`config.mk`:
```
export PLATFORM = sky130hd
export DESIGN_NAME = sdrc_app_arbiter
export DESIGN_NICKNAME = d
export VERILOG_FILES = /design/src/rtl/sdrc_arb_pkg.sv /design/src/rtl/sdrc_rr_pick.sv /design/src/rtl/sdrc_app_arbiter.sv
export SDC_FILE = /design/constraint.sdc
export NUM_CORES = 1
export LEC_CHECK = 0
export ABC_AREA = 1
export BUFFER_PORTS_ARGS = -buffer_cell sky130_fd_sc_hd__buf_2
export CORE_AREA = 2 2 212 214
export CTS_CLUSTER_SIZE = 12
export DETAILED_ROUTE_END_ITERATION = 12
export DIE_AREA = 0 0 214 216
export GPL_TIMING_DRIVEN = 0
export PLACE_DENSITY_LB_ADDON = 0.12
export SLEW_MARGIN = 20
export SYNTH_ARGS = -nofsm -noshare
export SYNTH_HDL_FRONTEND = slang
export SYNTH_SLANG_ARGS = --single-unit
export TNS_END_PERCENT = 5
```
`constraint.sdc`:
```
create_clock -name sdram_clk -period 1.8 [get_ports sdram_clk]
set_input_delay 0.18 -clock sdram_clk [delete_from_list [all_inputs] [get_ports sdram_clk]]
set_output_delay 0.18 -clock sdram_clk [all_outputs]
set_load 0.02 [all_outputs]
```
`src/rtl/sdrc_arb_pkg.sv`:
```
// Shared definitions for the two-port SDRAM application arbiter.
// State encoding, port count and grant helpers.
package sdrc_arb_pkg;

  localparam int ARB_PORTS = 2;

  localparam logic [1:0] ST_IDLE    = 2'd0;
  localparam logic [1:0] ST_CMD     = 2'd1;
  localparam logic [1:0] ST_WR_DATA = 2'd2;
  localparam logic [1:0] ST_RD_DATA = 2'd3;

  typedef logic [ARB_PORTS-1:0] grant_t;

  function automatic grant_t port_onehot(input logic port);
    return port ? grant_t'(2'b10) : grant_t'(2'b01);
  endfunction

endpackage

```
`src/rtl/sdrc_rr_pick.sv`:
```
// Combinational 2-way round-robin picker.
// pri = 0 favours port 0, pri = 1 favours port 1.
module sdrc_rr_pick
  import sdrc_arb_pkg::*;
(
  input  grant_t req,
  input  logic   pri,
  output grant_t win
);

  always_comb begin
    win = '0;
    unique case (1'b1)
      (req[0] && (!req[1] || !pri)): win = port_onehot(1'b0);
      (req[1] && (!req[0] ||  pri)): win = port_onehot(1'b1);
      default:                       win = '0;
    endcase
  end

endmodule

```
`src/rtl/sdrc_app_arbiter.sv`:
```
// Round-robin owner of the sdrc_top application interface.
// Holds the interface for one full burst: command plus all data beats.
module sdrc_app_arbiter
  import sdrc_arb_pkg::*;
#(
  parameter int APP_AW = 26,
  parameter int dw     = 64,
  parameter int bl     = 9
) (
  input  logic              sdram_clk,
  input  logic              sdram_reset,
  input  logic              sdr_init_done,

  input  logic              p0_req,
  input  logic [APP_AW-1:0] p0_req_addr,
  input  logic [bl-1:0]     p0_req_len,
  input  logic              p0_req_wr_n,
  input  logic              p0_req_wrap,
  output logic              p0_req_ack,
  input  logic [dw-1:0]     p0_wr_data,
  input  logic [dw/8-1:0]   p0_wr_en_n,
  output logic              p0_wr_next_req,
  output logic              p0_last_wr,
  output logic              p0_rd_valid,
  output logic              p0_last_rd,
  output logic [dw-1:0]     p0_rd_data,

  input  logic              p1_req,
  input  logic [APP_AW-1:0] p1_req_addr,
  input  logic [bl-1:0]     p1_req_len,
  input  logic              p1_req_wr_n,
  input  logic              p1_req_wrap,
  output logic              p1_req_ack,
  input  logic [dw-1:0]     p1_wr_data,
  input  logic [dw/8-1:0]   p1_wr_en_n,
  output logic              p1_wr_next_req,
  output logic              p1_last_wr,
  output logic              p1_rd_valid,
  output logic              p1_last_rd,
  output logic [dw-1:0]     p1_rd_data,

  output logic              app_req,
  output logic [APP_AW-1:0] app_req_addr,
  output logic [bl-1:0]     app_req_len,
  output logic              app_req_wr_n,
  output logic              app_req_wrap,
  output logic [dw-1:0]     app_wr_data,
  output logic [dw/8-1:0]   app_wr_en_n,
  input  logic              app_req_ack,
  input  logic              app_wr_next_req,
  input  logic              app_last_wr,
  input  logic              app_rd_valid,
  input  logic              app_last_rd,
  input  logic [dw-1:0]     app_rd_data,

  output logic [1:0]        arb_grant,
  output logic              arb_busy
);

  logic [1:0]        state;
  grant_t            grant;
  logic              rr_pri;
  grant_t            win;

  logic              in_cmd;
  logic              in_wr;
  logic              in_rd;
  logic              rd_end;

  logic [APP_AW-1:0] sel_addr;
  logic [bl-1:0]     sel_len;
  logic              sel_wr_n;
  logic              sel_wrap;
  logic [dw-1:0]     sel_wdata;
  logic [dw/8-1:0]   sel_en_n;

  sdrc_rr_pick u_pick (
    .req (grant_t'({p1_req, p0_req})),
    .pri (rr_pri),
    .win (win)
  );

  assign in_cmd = (state == ST_CMD);
  assign in_wr  = (state == ST_WR_DATA);
  assign in_rd  = (state == ST_RD_DATA);
  assign rd_end = app_rd_valid & app_last_rd;

  // rr_pri tracks the port that did NOT win last, so win[0] is ~N.
  always_ff @(posedge sdram_clk) begin
    if (sdram_reset) begin
      state  <= ST_IDLE;
      grant  <= '0;
      rr_pri <= 1'b0;
    end else begin
      unique case (state)
        ST_IDLE: begin
          if (sdr_init_done && (|win)) begin
            grant  <= win;
            rr_pri <= win[0];
            state  <= ST_CMD;
          end
        end
        ST_CMD: begin
          if (app_req_ack) begin
            state <= sel_wr_n ? ST_RD_DATA : ST_WR_DATA;
          end
        end
        ST_WR_DATA: begin
          if (app_last_wr) begin
            grant <= '0;
            state <= ST_IDLE;
          end
        end
        ST_RD_DATA: begin
          if (rd_end) begin
            grant <= '0;
            state <= ST_IDLE;
          end
        end
        default: begin
          grant <= '0;
          state <= ST_IDLE;
        end
      endcase
    end
  end

  always_comb begin
    sel_addr  = p0_req_addr;
    sel_len   = p0_req_len;
    sel_wr_n  = p0_req_wr_n;
    sel_wrap  = p0_req_wrap;
    sel_wdata = p0_wr_data;
    sel_en_n  = p0_wr_en_n;
    if (grant[1]) begin
      sel_addr  = p1_req_addr;
      sel_len   = p1_req_len;
      sel_wr_n  = p1_req_wr_n;
      sel_wrap  = p1_req_wrap;
      sel_wdata = p1_wr_data;
      sel_en_n  = p1_wr_en_n;
    end
  end

  assign app_req      = in_cmd;
  assign app_req_addr = in_cmd ? sel_addr : '0;
  assign app_req_len  = in_cmd ? sel_len  : '0;
  assign app_req_wr_n = in_cmd & sel_wr_n;
  assign app_req_wrap = in_cmd & sel_wrap;

  assign app_wr_data  = in_wr ? sel_wdata : '0;
  assign app_wr_en_n  = in_wr ? sel_en_n  : '1;

  assign p0_req_ack     = in_cmd & app_req_ack & grant[0];
  assign p1_req_ack     = in_cmd & app_req_ack & grant[1];

  assign p0_wr_next_req = in_wr & app_wr_next_req & grant[0];
  assign p1_wr_next_req = in_wr & app_wr_next_req & grant[1];
  assign p0_last_wr     = in_wr & app_last_wr & grant[0];
  assign p1_last_wr     = in_wr & app_last_wr & grant[1];

  assign p0_rd_valid    = in_rd & app_rd_valid & grant[0];
  assign p1_rd_valid    = in_rd & app_rd_valid & grant[1];
  assign p0_last_rd     = in_rd & rd_end & grant[0];
  assign p1_last_rd     = in_rd & rd_end & grant[1];

  assign p0_rd_data     = app_rd_data;
  assign p1_rd_data     = app_rd_data;

  assign arb_grant      = grant;
  assign arb_busy       = (state != ST_IDLE);

endmodule

```
## Word level (Yosys, flattened, before mapping)

Index checks and enable logic that the tools add are counted.

- Register bits after elaboration: 5
- Input bits: 292
- Output and inout bits: 251
- Word-level logic and storage cells: 62

- Eq/ne operators: 7
- Muxes and demuxes: 19
- Bitwise operators: 18
- Reduce and logical (&&, ||, !) cells: 15

Operators with widths:

| cell | count |
|---|---|
| $mux 64 | 2 |
| $mux 26 | 2 |
| $and 1x1->1 | 18 |
| $mux 9 | 2 |
| $mux 8 | 2 |
| $mux 2 | 5 |
| $pmux 2 s4 | 1 |
| $reduce_and 4->1 | 2 |
| $ne 2x2->1 const B | 3 |
| $pmux 2 s3 | 1 |
| $eq 2x2->1 const B | 2 |
| $pmux 2 s2 | 1 |
| $logic_and 1x1->1 | 3 |
| $logic_not 1->1 | 3 |
| $mux 1 | 3 |
| $reduce_bool 3->1 | 1 |
| $eq 2x1->1 const B | 1 |
| $logic_not 2->1 | 1 |
| $logic_or 1x1->1 | 2 |
| $ne 2x1->1 const B | 1 |
| $reduce_and 2->1 | 1 |
| $reduce_bool 2->1 | 1 |
| $reduce_or 2->1 | 1 |

## Logic depth before layout (Yosys ltp)

Gate-level depths: netlist (run 1).

- Word-level depth: 8
- Gate-level depth with buffers: 8
- Gate-level depth less buffers: 8

## Modules after synthesis

A second synthesis (run 1) with hierarchy kept.

- Cells, all modules: 557
- Area total of the unflattened synthesis: 2876.5 sq um

Modules (own cells, without submodules):

| module | times used | cells each | area each (sq um) | sequential area each (sq um) |
|---|---|---|---|---|
| sdrc_app_arbiter | 1 | 552 | 2856.5 | 100.1 |
| sdrc_rr_pick | 1 | 5 | 20.0 | 0.0 |

## Worst setup path after synthesis (run 1)

OpenSTA, ideal clock, no wires.

- Path kind: reg-to-output
- Start: reg grant[1] (netlist: arb_grant[1])
- End: out p1_last_rd
- Arrival: 1.529 ns
- Data required time: 1.620 ns
- Setup slack: 0.091 ns
- Stages on the path, launching flop included: 5
- Path buffers: 2
- Path through: dfxtp_1 -> clkinv_1 -> clkbuf_1 -> buf_2 -> nor3_1

- Word-level cells in the longest chain between the ends: 1

RTL lines:

| item | RTL line | source |
|---|---|---|
| start, declared | sdrc_app_arbiter.sv:61 | `grant_t grant;` |
| start signal, assigned | sdrc_app_arbiter.sv:98 | `grant <= win;` |
| $and 1x1->1 | sdrc_app_arbiter.sv:165 | `assign p1_last_rd = in_rd & rd_end & grant[1];` |
| end, declared | sdrc_app_arbiter.sv:39 | `output logic p1_last_rd,` |

No other way between the ends.

## Final worst setup path (run 1)

- Start: reg state[1]
- End: out app_wr_data[60]

- Word-level cells in the longest chain between the ends: 2

RTL lines:

| item | RTL line | source |
|---|---|---|
| start, declared | sdrc_app_arbiter.sv:60 | `logic [1:0] state;` |
| start signal, assigned | sdrc_app_arbiter.sv:105 | `state <= sel_wr_n ? ST_RD_DATA : ST_WR_DATA;` |
| $eq 2x2->1 | sdrc_app_arbiter.sv:84 | `assign in_wr = (state == ST_WR_DATA);` |
| $mux 64 | sdrc_app_arbiter.sv:151 | `assign app_wr_data = in_wr ? sel_wdata : '0;` |
| end, declared | sdrc_app_arbiter.sv:47 | `output logic [dw-1:0] app_wr_data,` |

No other way between the ends.

==> results of run 1 <==
[power by group]
part | leakage [nW] | internal [W] | total [W] | switching, W
clock | 0.0382 | 0.000293 | 0.000366 | 0.0000721
sequential | 0.0432 | 0.000139 | 0.000182 | 0.0000426
combinational | 3.64 | 0.00107 | 0.00287 | 0.00180
total | 3.72 | 0.00150 | 0.00342 | 0.00192
[layout by cell type, fill, tap and decap left out]
cell       synthesis  layout
a21oi_1           84      80
a21oi_2           20      23
a21oi_4            0       1
buf_12             0       1
buf_2             15     465
buf_4            128     154
buf_6              3       4
buf_8              0       3
clkbuf_1          16       1
clkbuf_16          0       3
clkbuf_2           0       4
clkbuf_4           0       9
clkbuf_8           0       2
dfxtp_1            5       2
dfxtp_4            0       3
inv_1             15      15
inv_2              4       3
inv_4              1       3
nand2_1          232     232
nand3_1           18      18
nor2_1            10      10
nor2_4             1       1
nor2_8             1       1
nor3_1             6       4
nor3_2             0       2
o21ai_0            2       2
or2_2              1       1
[routing by layer]
| metal | vias to the layer above | track usage | wire (um) |
|---|---|---|---|
| met5 | - | 0 | 0 |
| met4 | 0 | 0.00699 | 139 |
| met3 | 8 | 0.0195 | 1800 |
| met2 | 286 | 0.175 | 12000 |
| met1 | 2200 | 0.106 | 8840 |
| li1 | 2608 | - | - |
[cells by family after synthesis]
| family | Yosys count | share of synthesized area |
|---|---|---|
| and+or+nand+nor | 269 | 0.357 |
| DFF | 5 | 0.0336 |
| buffers and inverters | 183 | 0.406 |
| AOI/OAI and AO/OA | 106 | 0.203 |
[critical path, delay by kind of cell (launching register included)]
kind            cells  cell delay (ns)
compound gates      1             0.14
simple gates        1             0.16
flops               1             0.39
buf+inv             5             0.62
[worst max path at each step]
stage	start	endpoint	slack, ns	depth (start not counted)
6_report	state[1]	app_wr_data[60]	0.07	7
5_1_grt	arb_grant[1]	app_wr_en_n[6]	-0.04	6
4_1_cts	state[1]	app_wr_data[60]	-0.02	7
3_5_place_dp	arb_grant[1]	app_wr_en_n[6]	-0.64	6
3_3_place_gp	arb_grant[1]	app_wr_en_n[6]	-0.69	6
2_1_floorplan	arb_grant[1]	p1_last_rd	0.09	4
[flip-flops by register name (all words and copies together) (netlist names)]
register and flops:
rr_pri 1, state 2, arb_grant 2
[cell type report]
cell class,instances,area (um2),share of cell area
well taps,592,741,0.115
flip-flops and latches,5,111,0.0173
repair buffers,480,2480,0.385
multi-input cells,375,1700,0.265
inverters,21,86.3,0.0134
clock buffers,4,78.8,0.0123
plain buffers,162,1230,0.191
[synthesized netlist by cell type]
cell type | number | area [um2]
nor2_8 | 1 | 20.0
buf_2 | 15 | 75.1
inv_4 | 1 | 6.26
inv_1 | 15 | 56.3
nor2_4 | 1 | 11.3
clkinv_1 | 1 | 3.75
a21oi_1 | 84 | 420
o21ai_0 | 2 | 10.0
buf_6 | 3 | 33.8
nand3_1 | 18 | 90.1
inv_2 | 4 | 15.0
a21oi_2 | 20 | 175
nor2_1 | 10 | 37.5
or2_2 | 1 | 6.26
nand2_1 | 232 | 871
clkbuf_1 | 16 | 60.1
dfxtp_1 | 5 | 100
nor3_1 | 6 | 30.0
buf_4 | 128 | 961
[through the flow]
stage | setup WS, ns | setup TNS, ns | utilization | cells
floorplan | 0.0911 | 0 | - | 563
global placement | -0.688 | -36.29 | 0.140 | 1633
detailed placement | -0.644 | -32.09 | 0.140 | 1633
CTS | -0.0233 | -0.0696 | 0.146 | 1639
global route | -0.0355 | -0.113 | 0.147 | 1639
finish | 0.0675 | 0 | 0.147 | 1639
[timing repair]
| action | 4_1_cts | 5_1_grt |
|---|---|---|
| pin swaps | 1 | 1 |
| setup buffers | 2 | 0 |
| gates resized for setup | 64 | 21 |
| endpoints found under the hold margin | 0 | 0 |
| setup endpoints to repair | 114 | 57 |
==> flow_summary.toml, run 1 <==
[global_routing]
grt_pass1_wl_mm = 32.3
grtUsageTotal = 0.0908
grt_pass1_vias = 4992
grt-ovfl-total = 0
antenna_found_initial = 1
grt_max_degree = 11

[final_layout]
final_layout_size_suffix_gt1_frac = 0.652
final_area_um2 = 6430
fillCellCount = 5220
antenna_cells = 0
nNetsFinal = 1340
synthToLayoutAreaGrowth_pct = 116

[sta]
worst_hold_slack_ns = 0.257
rsz0062_at_grt = "true"
slew_violations = 0
fin_crit_sh = 0.962
finClkSkew_ns = 0.00235
hold_viol = 0
worstMarginPinSlew_ns = 0.258
setup_viol = 0
fin_crit_ns = 1.73
timing.fmax_mhz = 577
relSlewSlack = 0.828

[setup_path]
worstSetupPathType = "flop to primary output"
startpoint_type = "flop"
critical_path.max_stage_delay_ns = 0.39
r2r_cells = 6
required_ns = 1.62
end_kind = "primary output"
slowest_stage = "dfxtp_4"
worstPathCellList = "inv_4 -> nor2_8 -> inv_4 -> buf_8 -> buf_8 -> a21oi_4 -> buf_6"
reg2reg_slack_ns = 0.65
cp.arrival_ns = 1.55
regToRegStartpoint = "state[1]"
rr_endpoint = "arb_grant[1]"
cp_max_fo = 10

[detailed_routing]
dr.first_iter.drc_count = 197
post-route-drc-count = 0
drt-pass1-iter-count = 4
finalWirelength_mm = 22.8
viasPerCell = 3.11
routedWlPerCell_um = 13.9
ant_nets = 0
vias = 5102

[power]
peakVddDrop_mv = 0.307
p_total_w = 0.00342
power_density_nw_per_um2 = 531
power.leakage_nw = 3.72

[synth]
ys_seq_area_frac = 0.0336
syn-num-nets = 855
synth_area_um2 = 2980
synth_warnings = 0
postSynthAreaPerCell_um2 = 5.30
syn_inst = 563
yosysUniqueCellTypes = 19
ys_ff_latch = 5

[die]
dieArea_um2 = 46200
die_x_um = 214
core_um2 = 43800
die_h_um = 216
rows = 77
start_util = 0.0680
io_pins = 543

[clock_tree]
cts.sinks = 5
cts_tree = "built"
cts_buffers = 3
clkLatencyLatePin_ns = 0.23
cts_max_path_buffers = 2
hold_buffers = 0
root_buffer = "clkbuf_16"
htree_levels = 1
path_clk_slew_ns = 0.03

[placement]
hpwlAfterDp_mm = 19.7
port_buffers = 478
dpl_cell_area_um2 = 6120
place_congestion = 0.792

[worst_hold_path]
hold_start = "sdram_reset"
holdPathStages = 4
holdCritPathClass = "input pin to flop"
hold_end = "arb_grant[1]"

[job]
drv_cap = 0

[run_status]
status = "finished, final reports clean"
Power figures use the tool's default switching activity.
==> run 2, diff against run 1 <==
--- a/config.mk
+++ b/config.mk
@@ -13,6 +13,7 @@
 export DIE_AREA = 0 0 214 216
 export GPL_TIMING_DRIVEN = 0
 export PLACE_DENSITY_LB_ADDON = 0.12
+export REMOVE_ABC_BUFFERS = 1
 export SLEW_MARGIN = 20
 export SYNTH_ARGS = -nofsm -noshare
 export SYNTH_HDL_FRONTEND = slang
==> run 2 against run 1 <==
  * Global-route usage up 6.0 points
  * Core utilization down 3.5 points
  * Clock power about the same
  * Die area unchanged
  * Non-clock buffer count down 281
  * Largest power group unchanged
  * Cell area down 24%
  * Sequential share of layout area up 0.50 points
  * Count of clock-buffer cells in the layout unchanged
  * Combinational power down 14%
  * Worst setup slack worse by 0.020 ns
  * Highest routed layer is now met5
  * Via count down 9.4%
  * Sequential cell count unchanged
==> flow_summary.toml, run 2 (same netlist as run 1, synthesis figures left out) <==
[die]
io_pins = 543
rows = 77
core_um2 = 43800
start_util = 0.0680
die_x_um = 214
dieArea_um2 = 46200
die_h_um = 216

[clock_tree]
cts_buffers = 3
cts.sinks = 5
hold_buffers = 0
path_clk_slew_ns = 0.04
htree_levels = 1
cts_tree = "built"
root_buffer = "clkbuf_16"
cts_max_path_buffers = 2
clkLatencyLatePin_ns = 0.23

[placement]
port_buffers = 350
place_congestion = 0.829
hpwlAfterDp_mm = 29.4
dp_cells = 1345
dp_slack_ns = -0.862
dpl_cell_area_um2 = 4410

[final_layout]
most-common-layout-cells = "330 x buf_2, 232 x nand2_1, 74 x a21oi_1"
final_cells = 1362
final_common_cell = "buf_2"
final_layout_size_suffix_gt1_frac = 0.533
synthToLayoutAreaGrowth_pct = 63.7
nNetsFinal = 1060
final_area_um2 = 4880

[setup_path]
rr_endpoint = "state[0]"
reg2reg_slack_ns = 0.38
cp_max_fo = 68
cp.arrival_ns = 1.57
regToRegStartpoint = "arb_grant[1]"
startpoint_type = "flop"
worstSetupPathType = "flop to primary output"
required_ns = 1.62
end_kind = "primary output"
r2r_cells = 7

[sta]
fin_crit_sh = 0.973
rsz0062_at_grt = "true"
relSlewSlack = 0.699
finClkSkew_ns = 0.00352
hold_viol = 0
timing.fmax_mhz = 571
worst_hold_slack_ns = 0.259
worstMarginPinSlew_ns = 0.451
worst_slack_ns = 0.0479
fin_crit_ns = 1.75
slew_violations = 0
setup_viol = 0

[run_status]
status = "finished, final reports clean"

[power]
power.leakage_nw = 2.57
peakVddDrop_mv = 0.238
p_total_w = 0.00303
power_density_nw_per_um2 = 621

[global_routing]
grtUsageTotal = 0.150
grt_max_degree = 69
antenna_found_initial = 7
grt-ovfl-total = 0
grt_pass1_wl_mm = 46.6
grt_pass1_vias = 4657

[worst_hold_path]
hold_start = "sdram_reset"
holdPathStages = 4
hold_end = "arb_grant[1]"
holdCritPathClass = "input pin to flop"

[detailed_routing]
viasPerCell = 3.39
drt-pass1-iter-count = 4
finalWirelength_mm = 36.4
dr.first_iter.drc_count = 272
post-route-drc-count = 0
vias = 4621
ant_nets = 0
routedWlPerCell_um = 26.7

[job]
drv_cap = 0
run 2: cell count changes in the layout (fill, tap and decap cells not counted), moves of 5 or more:
cell,previous run,this run
a21oi_2,23,28
a21oi_1,80,74
buf_4,154,20
clkbuf_4,9,0
buf_2,465,330
buf_16,0,5
run 2: cell type report:
cell class,instances,area (um2)
Antenna cell,3,7.51
Clock buffer,4,78.8
Fill cell,5272,39000
Inverter,21,123
Multi-Input combinational cell,375,1730
Sequential cell,5,109
Tap cell,592,741
Timing Repair Buffer,361,2080
Timing Repair inverter,1,16.3
run 2: per-layer routing:
metal	track usage	wire (um)
met1	0.151	12800
met3	0.141	7280
met5	0.0740	465
met4	0.00839	130
met2	0.231	15700
run 2: worst max path at each step:
stage / depth (start not counted) / endpoint / slack [ns] / from
finish: 5 / app_wr_data[27] / 0.05 / state[1]
global route: 6 / app_wr_en_n[6] / -0.03 / arb_grant[1]
CTS: 6 / app_wr_data[5] / -0.003 / arb_grant[1]
detailed placement: 6 / app_wr_data[5] / -0.86 / arb_grant[1]
global placement: 3 / p1_last_rd / -8.32 / arb_grant[1]
floorplan: 2 / p1_last_rd / -4.06 / arb_grant[1]
run 2: worst max-delay path, cell delays in order (launching register included):
cell	delay [ns]
dfxtp_2	0.40
inv_2	0.12
nor2_8	0.19
inv_12	0.13
a21oi_2	0.22
buf_2	0.19
run 2: what timing repair did:
action,in CTS,in global routing
pin swaps,1,0
setup endpoints to repair,117,45
resized for setup,16,37
setup buffers,5,0
cloned,5,0
run 2: report_power, final:
group	total, W	switching [W]	leakage (nW)	internal [W]
combinational	0.00248	0.00160	2.49	0.000875
sequential	0.000191	0.0000520	0.0429	0.000139
clock	0.000365	0.0000715	0.0382	0.000294
run 2: stage by stage:
stage	util	setup TNS (ns)
5_1_grt	0.111	-0.128
6_report	0.111	0
3_3_place_gp	0.0991	-905.26
2_1_floorplan	-	-411.73
3_5_place_dp	0.101	-74.17
4_1_cts	0.108	-0.00386
